--- src/rtl/div_req_arbiter.sv ---
// rtl/div_req_arbiter.sv - round-robin arbiter sharing one restoring divider among NREQ requesters
//
// Purpose:
//   Picks one pending requester (round-robin), latches its operands, starts the
//   shared divider and returns quotient/remainder tagged with the requester ID.
//   A zero divisor is answered directly without starting the divider, and a
//   watchdog aborts the wait if the divider never reports done.
//
// Ports:
//   i_clk         clock, rising edge
//   rst_n         synchronous active-low reset
//   req           per-requester request level
//   req_dividend  packed dividends, requester i at [i*WIDTH +: WIDTH]
//   req_divisor   packed divisors, same layout
//   gnt           one-hot acceptance pulse
//   busy          high whenever not IDLE
//   div_start     one-cycle divider start pulse
//   div_dividend  latched dividend to the divider
//   div_divisor   latched divisor to the divider
//   div_done      divider completion (only looked at in WAIT)
//   div_q, div_r  divider results
//   rsp_valid     one-cycle response pulse
//   rsp_id        requester being answered
//   rsp_q, rsp_r  quotient / remainder of the response
//   rsp_dz        divide-by-zero flag
//   rsp_to        watchdog timeout flag

module div_req_arbiter #(
  parameter int WIDTH   = 4,
  parameter int NREQ    = 4,
  parameter int IDW     = 2,
  parameter int TIMEOUT = 16
) (
  input  logic                  i_clk,
  input  logic                  rst_n,
  input  logic [NREQ-1:0]       req,
  input  logic [NREQ*WIDTH-1:0] req_dividend,
  input  logic [NREQ*WIDTH-1:0] req_divisor,
  output logic [NREQ-1:0]       gnt,
  output logic                  busy,
  output logic                  div_start,
  output logic [WIDTH-1:0]      div_dividend,
  output logic [WIDTH-1:0]      div_divisor,
  input  logic                  div_done,
  input  logic [WIDTH-1:0]      div_q,
  input  logic [WIDTH-1:0]      div_r,
  output logic                  rsp_valid,
  output logic [IDW-1:0]        rsp_id,
  output logic [WIDTH-1:0]      rsp_q,
  output logic [WIDTH-1:0]      rsp_r,
  output logic                  rsp_dz,
  output logic                  rsp_to
);

  typedef enum logic [1:0] {
    S_IDLE  = 2'd0,
    S_ISSUE = 2'd1,
    S_WAIT  = 2'd2,
    S_RESP  = 2'd3
  } state_t;

  localparam logic [7:0]      TO_LAST  = 8'(TIMEOUT - 1);
  localparam logic [NREQ-1:0] ONE_HOT0 = NREQ'(1);

  state_t           r_state;
  state_t           w_next;

  logic [IDW-1:0]   r_rr_ptr;
  logic [IDW-1:0]   r_id;
  logic [WIDTH-1:0] r_dividend;
  logic [WIDTH-1:0] r_divisor;
  logic             r_dz;
  logic [7:0]       r_cnt;
  logic [IDW-1:0]   r_rsp_id;
  logic [WIDTH-1:0] r_rsp_q;
  logic [WIDTH-1:0] r_rsp_r;
  logic             r_rsp_dz;
  logic             r_rsp_to;

  logic             w_any;
  logic [IDW-1:0]   w_win_id;
  int               w_scan;
  logic [WIDTH-1:0] w_sel_dividend;
  logic [WIDTH-1:0] w_sel_divisor;
  logic             w_sel_dz;
  logic             w_to_hit;

  // Round-robin pick: scan from farthest to nearest after rr_ptr so the
  // nearest set bit is written last and therefore wins.
  always_comb begin
    w_any    = 1'b0;
    w_win_id = '0;
    w_scan   = 0;
    for (int i = NREQ; i >= 1; i--) begin
      w_scan = (int'(r_rr_ptr) + i) % NREQ;
      if (req[w_scan[IDW-1:0]]) begin
        w_any    = 1'b1;
        w_win_id = w_scan[IDW-1:0];
      end
    end
  end

  assign w_sel_dividend = req_dividend[int'(w_win_id)*WIDTH +: WIDTH];
  assign w_sel_divisor  = req_divisor[int'(w_win_id)*WIDTH +: WIDTH];
  assign w_sel_dz       = (w_sel_divisor == '0);
  assign w_to_hit       = (r_cnt == TO_LAST);

  // State register
  always_ff @(posedge i_clk) begin
    if (!rst_n) begin
      r_state <= S_IDLE;
    end else begin
      r_state <= w_next;
    end
  end

  // Next-state logic
  always_comb begin
    w_next = r_state;
    case (r_state)
      S_IDLE: begin
        if (w_any) begin
          w_next = w_sel_dz ? S_RESP : S_ISSUE;
        end
      end
      S_ISSUE: w_next = S_WAIT;
      S_WAIT: begin
        // done wins over the watchdog when both land in the same cycle
        if (div_done || w_to_hit) begin
          w_next = S_RESP;
        end
      end
      S_RESP:  w_next = S_IDLE;
      default: w_next = S_IDLE;
    endcase
  end

  // Operand, watchdog and response registers
  always_ff @(posedge i_clk) begin
    if (!rst_n) begin
      r_rr_ptr   <= IDW'(NREQ - 1);
      r_id       <= '0;
      r_dividend <= '0;
      r_divisor  <= '0;
      r_dz       <= 1'b0;
      r_cnt      <= '0;
      r_rsp_id   <= '0;
      r_rsp_q    <= '0;
      r_rsp_r    <= '0;
      r_rsp_dz   <= 1'b0;
      r_rsp_to   <= 1'b0;
    end else begin
      case (r_state)
        S_IDLE: begin
          if (w_any) begin
            r_id       <= w_win_id;
            r_dividend <= w_sel_dividend;
            r_divisor  <= w_sel_divisor;
            r_dz       <= w_sel_dz;
            // zero divisor skips the divider; its response is formed here
            if (w_sel_dz) begin
              r_rsp_id <= w_win_id;
              r_rsp_q  <= '1;
              r_rsp_r  <= w_sel_dividend;
              r_rsp_dz <= 1'b1;
              r_rsp_to <= 1'b0;
            end
          end
        end
        S_WAIT: begin
          r_cnt <= r_cnt + 8'd1;
          if (div_done) begin
            r_rsp_id <= r_id;
            r_rsp_q  <= div_q;
            r_rsp_r  <= div_r;
            r_rsp_dz <= 1'b0;
            r_rsp_to <= 1'b0;
          end else if (w_to_hit) begin
            r_rsp_id <= r_id;
            r_rsp_q  <= '0;
            r_rsp_r  <= '0;
            r_rsp_dz <= 1'b0;
            r_rsp_to <= 1'b1;
          end
        end
        S_RESP: begin
          r_rr_ptr <= r_id;
          r_cnt    <= '0;
        end
        default: begin
        end
      endcase
    end
  end

  // Outputs
  always_comb begin
    gnt       = '0;
    busy      = (r_state != S_IDLE);
    div_start = (r_state == S_ISSUE);
    rsp_valid = (r_state == S_RESP);
    // dz requests are acknowledged in the response cycle itself
    if ((r_state == S_ISSUE) || ((r_state == S_RESP) && r_dz)) begin
      gnt = ONE_HOT0 << r_id;
    end
  end

  assign div_dividend = r_dividend;
  assign div_divisor  = r_divisor;
  assign rsp_id       = r_rsp_id;
  assign rsp_q        = r_rsp_q;
  assign rsp_r        = r_rsp_r;
  assign rsp_dz       = r_rsp_dz;
  assign rsp_to       = r_rsp_to;

endmodule

--- config.mk ---
export PLATFORM = sky130hd
export DESIGN_NAME = div_req_arbiter
export DESIGN_NICKNAME = d
export VERILOG_FILES = /design/src/rtl/div_req_arbiter.sv
export SDC_FILE = /design/constraint.sdc
export NUM_CORES = 1
export LEC_CHECK = 0
export BUFFER_PORTS_ARGS = -buffer_cell sky130_fd_sc_hd__buf_4
export CAP_MARGIN = 30
export CORE_ASPECT_RATIO = 0.8
export CORE_MARGIN = 2
export CORE_UTILIZATION = 53
export DETAILED_ROUTE_END_ITERATION = 8
export PLACE_DENSITY = 0.85
export SLEW_MARGIN = 30
export SYNTH_ARGS = -nofsm -noshare
export SYNTH_HDL_FRONTEND = slang
export SYNTH_SLANG_ARGS = --single-unit
--- constraint.sdc ---
create_clock -name i_clk -period 5.66 [get_ports i_clk]
set_clock_uncertainty 0.1 [all_clocks]
set_input_delay 0.566 -clock i_clk [delete_from_list [all_inputs] [get_ports i_clk]]
set_output_delay 0.566 -clock i_clk [all_outputs]
set_load 0.005 [all_outputs]
==> results_dict.tcl <==
set metrics [dict create \
    wirelength_mm 5.128 \
    synth_area_per_cell_sq_um 9.111 \
    fin_crit_sh_pct 52.55 \
    finalHoldViolCount 0 \
    swShare_pct 36.87 \
    crit_top_cell "mux2i_1" \
    synth-edff-count 0 \
    worst_slack_ps 2686 \
    multiInputGateArea_sq_um 1197 \
    core_area_sq_um 3518 \
    fmax_ghz 0.3362 \
    synth_area_sq_um 2004 \
    crit_required_ps 5700 \
    grt_setup_unrepaired "false" \
    initial_core_util_pct 56.97 \
    syn_inst 220 \
    maxSlewHeadroom_pct 46.33 \
    drive_above_1_share_pct 35.40 \
    antenna_found_initial 0 \
    seqPwrFrac_pct 31.5 \
    finalPower_uw 1180 \
    synthTopCellsByCount "dfxtp_1, nand2_1, mux2i_1" \
    cts_tree "done" \
    vias_per_cell 5.694 \
    dr.pass1.iters 4 \
    vias 1896 \
    seq_area_sq_um 700.7 \
    tightest_slew_ps 804.2 \
    seq_area_frac_synth_pct 34.96 \
    post_cts_resized 0 \
    placementRows 19 \
    cts_num_sinks 35 \
    io_buffers 73 \
    die_w_um 72.76 \
    max_stage_delay_ps 500 \
    routabilityCongestion 0.7796 \
    n_fill_cell 261 \
    cts_setup_buffers 0 \
    cp_data_arrival_time_ps 3010 \
    cp_max_fo 14 \
    syn_to_final_growth_pct 33.15 \
    synth_most_common_cell "dfxtp_1" \
    finalSetupViolCount 0 \
    yosysWarnings 0 \
    cp-start-kind "flop" \
    nNetsFinal 342 \
    clk_latency_ps 290 \
    grtUsageTotal_pct 25.32 \
    syn-num-nets 272 \
    crit_type "flop to flop" \
    ys.flop_type "dfxtp_1" \
    cts-root-buf "clkbuf_8" \
    slew_violations 0 \
    endpoint_kind "flop" \
    clkPwrFrac_pct 22.6 \
    path_clk_slew_ps 70 \
    cap_violations 0 \
    p_int_uw 744.8 \
    post-dp-hpwl_mm 3.728 \
    grt_pass1_vias 1797 \
    die_area_sq_um 4293 \
    cts_buffer_depth 2 \
    p_leak_uw 0.001139 \
    routedWlPerCell_um 15.40 \
    initialDrtViolationCount 87 \
    die_h_um 59.01 \
    timing.hold.ws_ps 364.0 \
    switchingPower_uw 435.0 \
    ir_worst_vdd_mv 0.3462 \
    min_path_type "flop to flop" \
    htree_num_levels 2 \
    cp_slowest_cell "o41a_1" \
    async_reset_ff_share_pct 0 \
    synth_top_area_share_pct 34.96 \
    io_pins 74 \
    grt_start_max_net_pins 26 \
    path_cells "nand3b_1, a31oi_2, buf_4, mux2i_1, mux2i_1, o41a_1, nor2_4, a311oi_1" \
    final_cells 333 \
    power_density_nw_per_um2 442.1 \
    synth_area_leaders "dfxtp_1, mux2i_1, a21oi_1, nand2_1, a211oi_2" \
    period_needed_ps 2974 \
    antenna_cells 0 \
    status "complete, no violations" \
    synth_largest_area_cell "dfxtp_1" \
    place_inst 325 \
    cts_hold_buf 0 \
    grt-ovfl-total 0 \
    cts_buffers 5 \
    power_frac_comb_pct 46.0 \
    postRouteAntennaNets 0 \
    synth_seq_cells 35 \
    ys_types 42 \
    grt_first_pass_wirelength_mm 8.576 \
    tns_ps 0 \
    drc 0 \
    place_ws_ps 2434 \
]
## path summary, 6_finish.rpt
path | to | cells past startpoint | slack, ps | from
max | rsp_q[2]$_SDFFE_PN0P_ | 8 | 2690 | r_rr_ptr[1]$_SDFFE_PN1P_
min | r_dz$_SDFFE_PN0P_ | 2 | 360 | r_dz$_SDFFE_PN0P_
max reg2reg | rsp_q[2]$_SDFFE_PN0P_ | 8 | 2690 | r_rr_ptr[1]$_SDFFE_PN1P_
min reg2reg | r_dz$_SDFFE_PN0P_ | 2 | 360 | r_dz$_SDFFE_PN0P_
## kinds of logic after synthesis
group	synth area share, %
mux	15.73
simple gates	17.92
flops	34.96
xor+xnor	2.185
compound gates	20.48
fa+ha+maj	3.121
buf+inv	5.618
## registers in the layout, indices dropped and copies added (netlist names), 2 cells and up
name / flops
r_state: 2
rsp_q: 4
rsp_r: 4
div_divisor: 4
rsp_id: 2
r_cnt: 8
r_id: 2
div_dividend: 4
r_rr_ptr: 2
## per-stage QoR
| step | instance area (sq um) | utilization [%] |
|---|---|---|
| 2_1_floorplan | 2004 | - |
| 3_3_place_gp | 2536 | 72.08 |
| 3_5_place_dp | 2536 | 72.08 |
| 4_1_cts | 2669 | 75.85 |
| 5_1_grt | 2669 | 75.85 |
| 6_report | 2669 | 75.85 |
## cell type report
cell class / instances / share of cell area (%)
Multi-Input combinational cell: 168 / 44.87
Sequential cell: 35 / 26.25
Timing Repair Buffer: 76 / 21.38
Clock buffer: 6 / 2.719
Clock inverter: 2 / 2.250
Tap cell: 42 / 1.969
Inverter: 4 / 0.5626
## worst max-delay path: cells and delay by family, from the launching register on
family                 cells  cell delay, ps
AND/OR/NAND/NOR            2             450
flip-flops                 1             460
buffers and inverters      1             340
multiplexers               2             450
AO/OA/AOI/OAI              3            1040
## cell usage in the layout, fill, tap and decap left out, types with 3 or more instances in the layout
cell / instances
inv_1: 4
mux2i_1: 27
nor4_1: 3
ha_1: 5
buf_4: 76
o21ai_0: 9
nand2_1: 28
mux2_2: 4
a21oi_1: 21
a211oi_2: 5
dfxtp_1: 35
xor2_1: 4
a31oi_1: 3
clkbuf_8: 5
a311oi_2: 3
nand4_1: 3
and2_1: 3
nor2_1: 16
nand2b_1: 5
a21oi_2: 3
## power groups by stage
stage,sequential [uW],combinational (uW),clock [uW]
after CTS,369,544,267
after global routing,378,592,279
final,371,543,266
after global placement,371,522,0
after detailed placement,371,540,0
after floorplan,365,370,0
## layer usage
| layer | routed length [um] | GRT usage [%] | vias up |
|---|---|---|---|
| met4 | 38 | 5.820 | 0 |
| met2 | 2334 | 40.78 | 73 |
| met3 | 412 | 5.442 | 6 |
| met1 | 2343 | 35.11 | 888 |
| met5 | 0 | 0 | - |
| li1 | - | - | 929 |
Power figures use the tool's default switching activity.
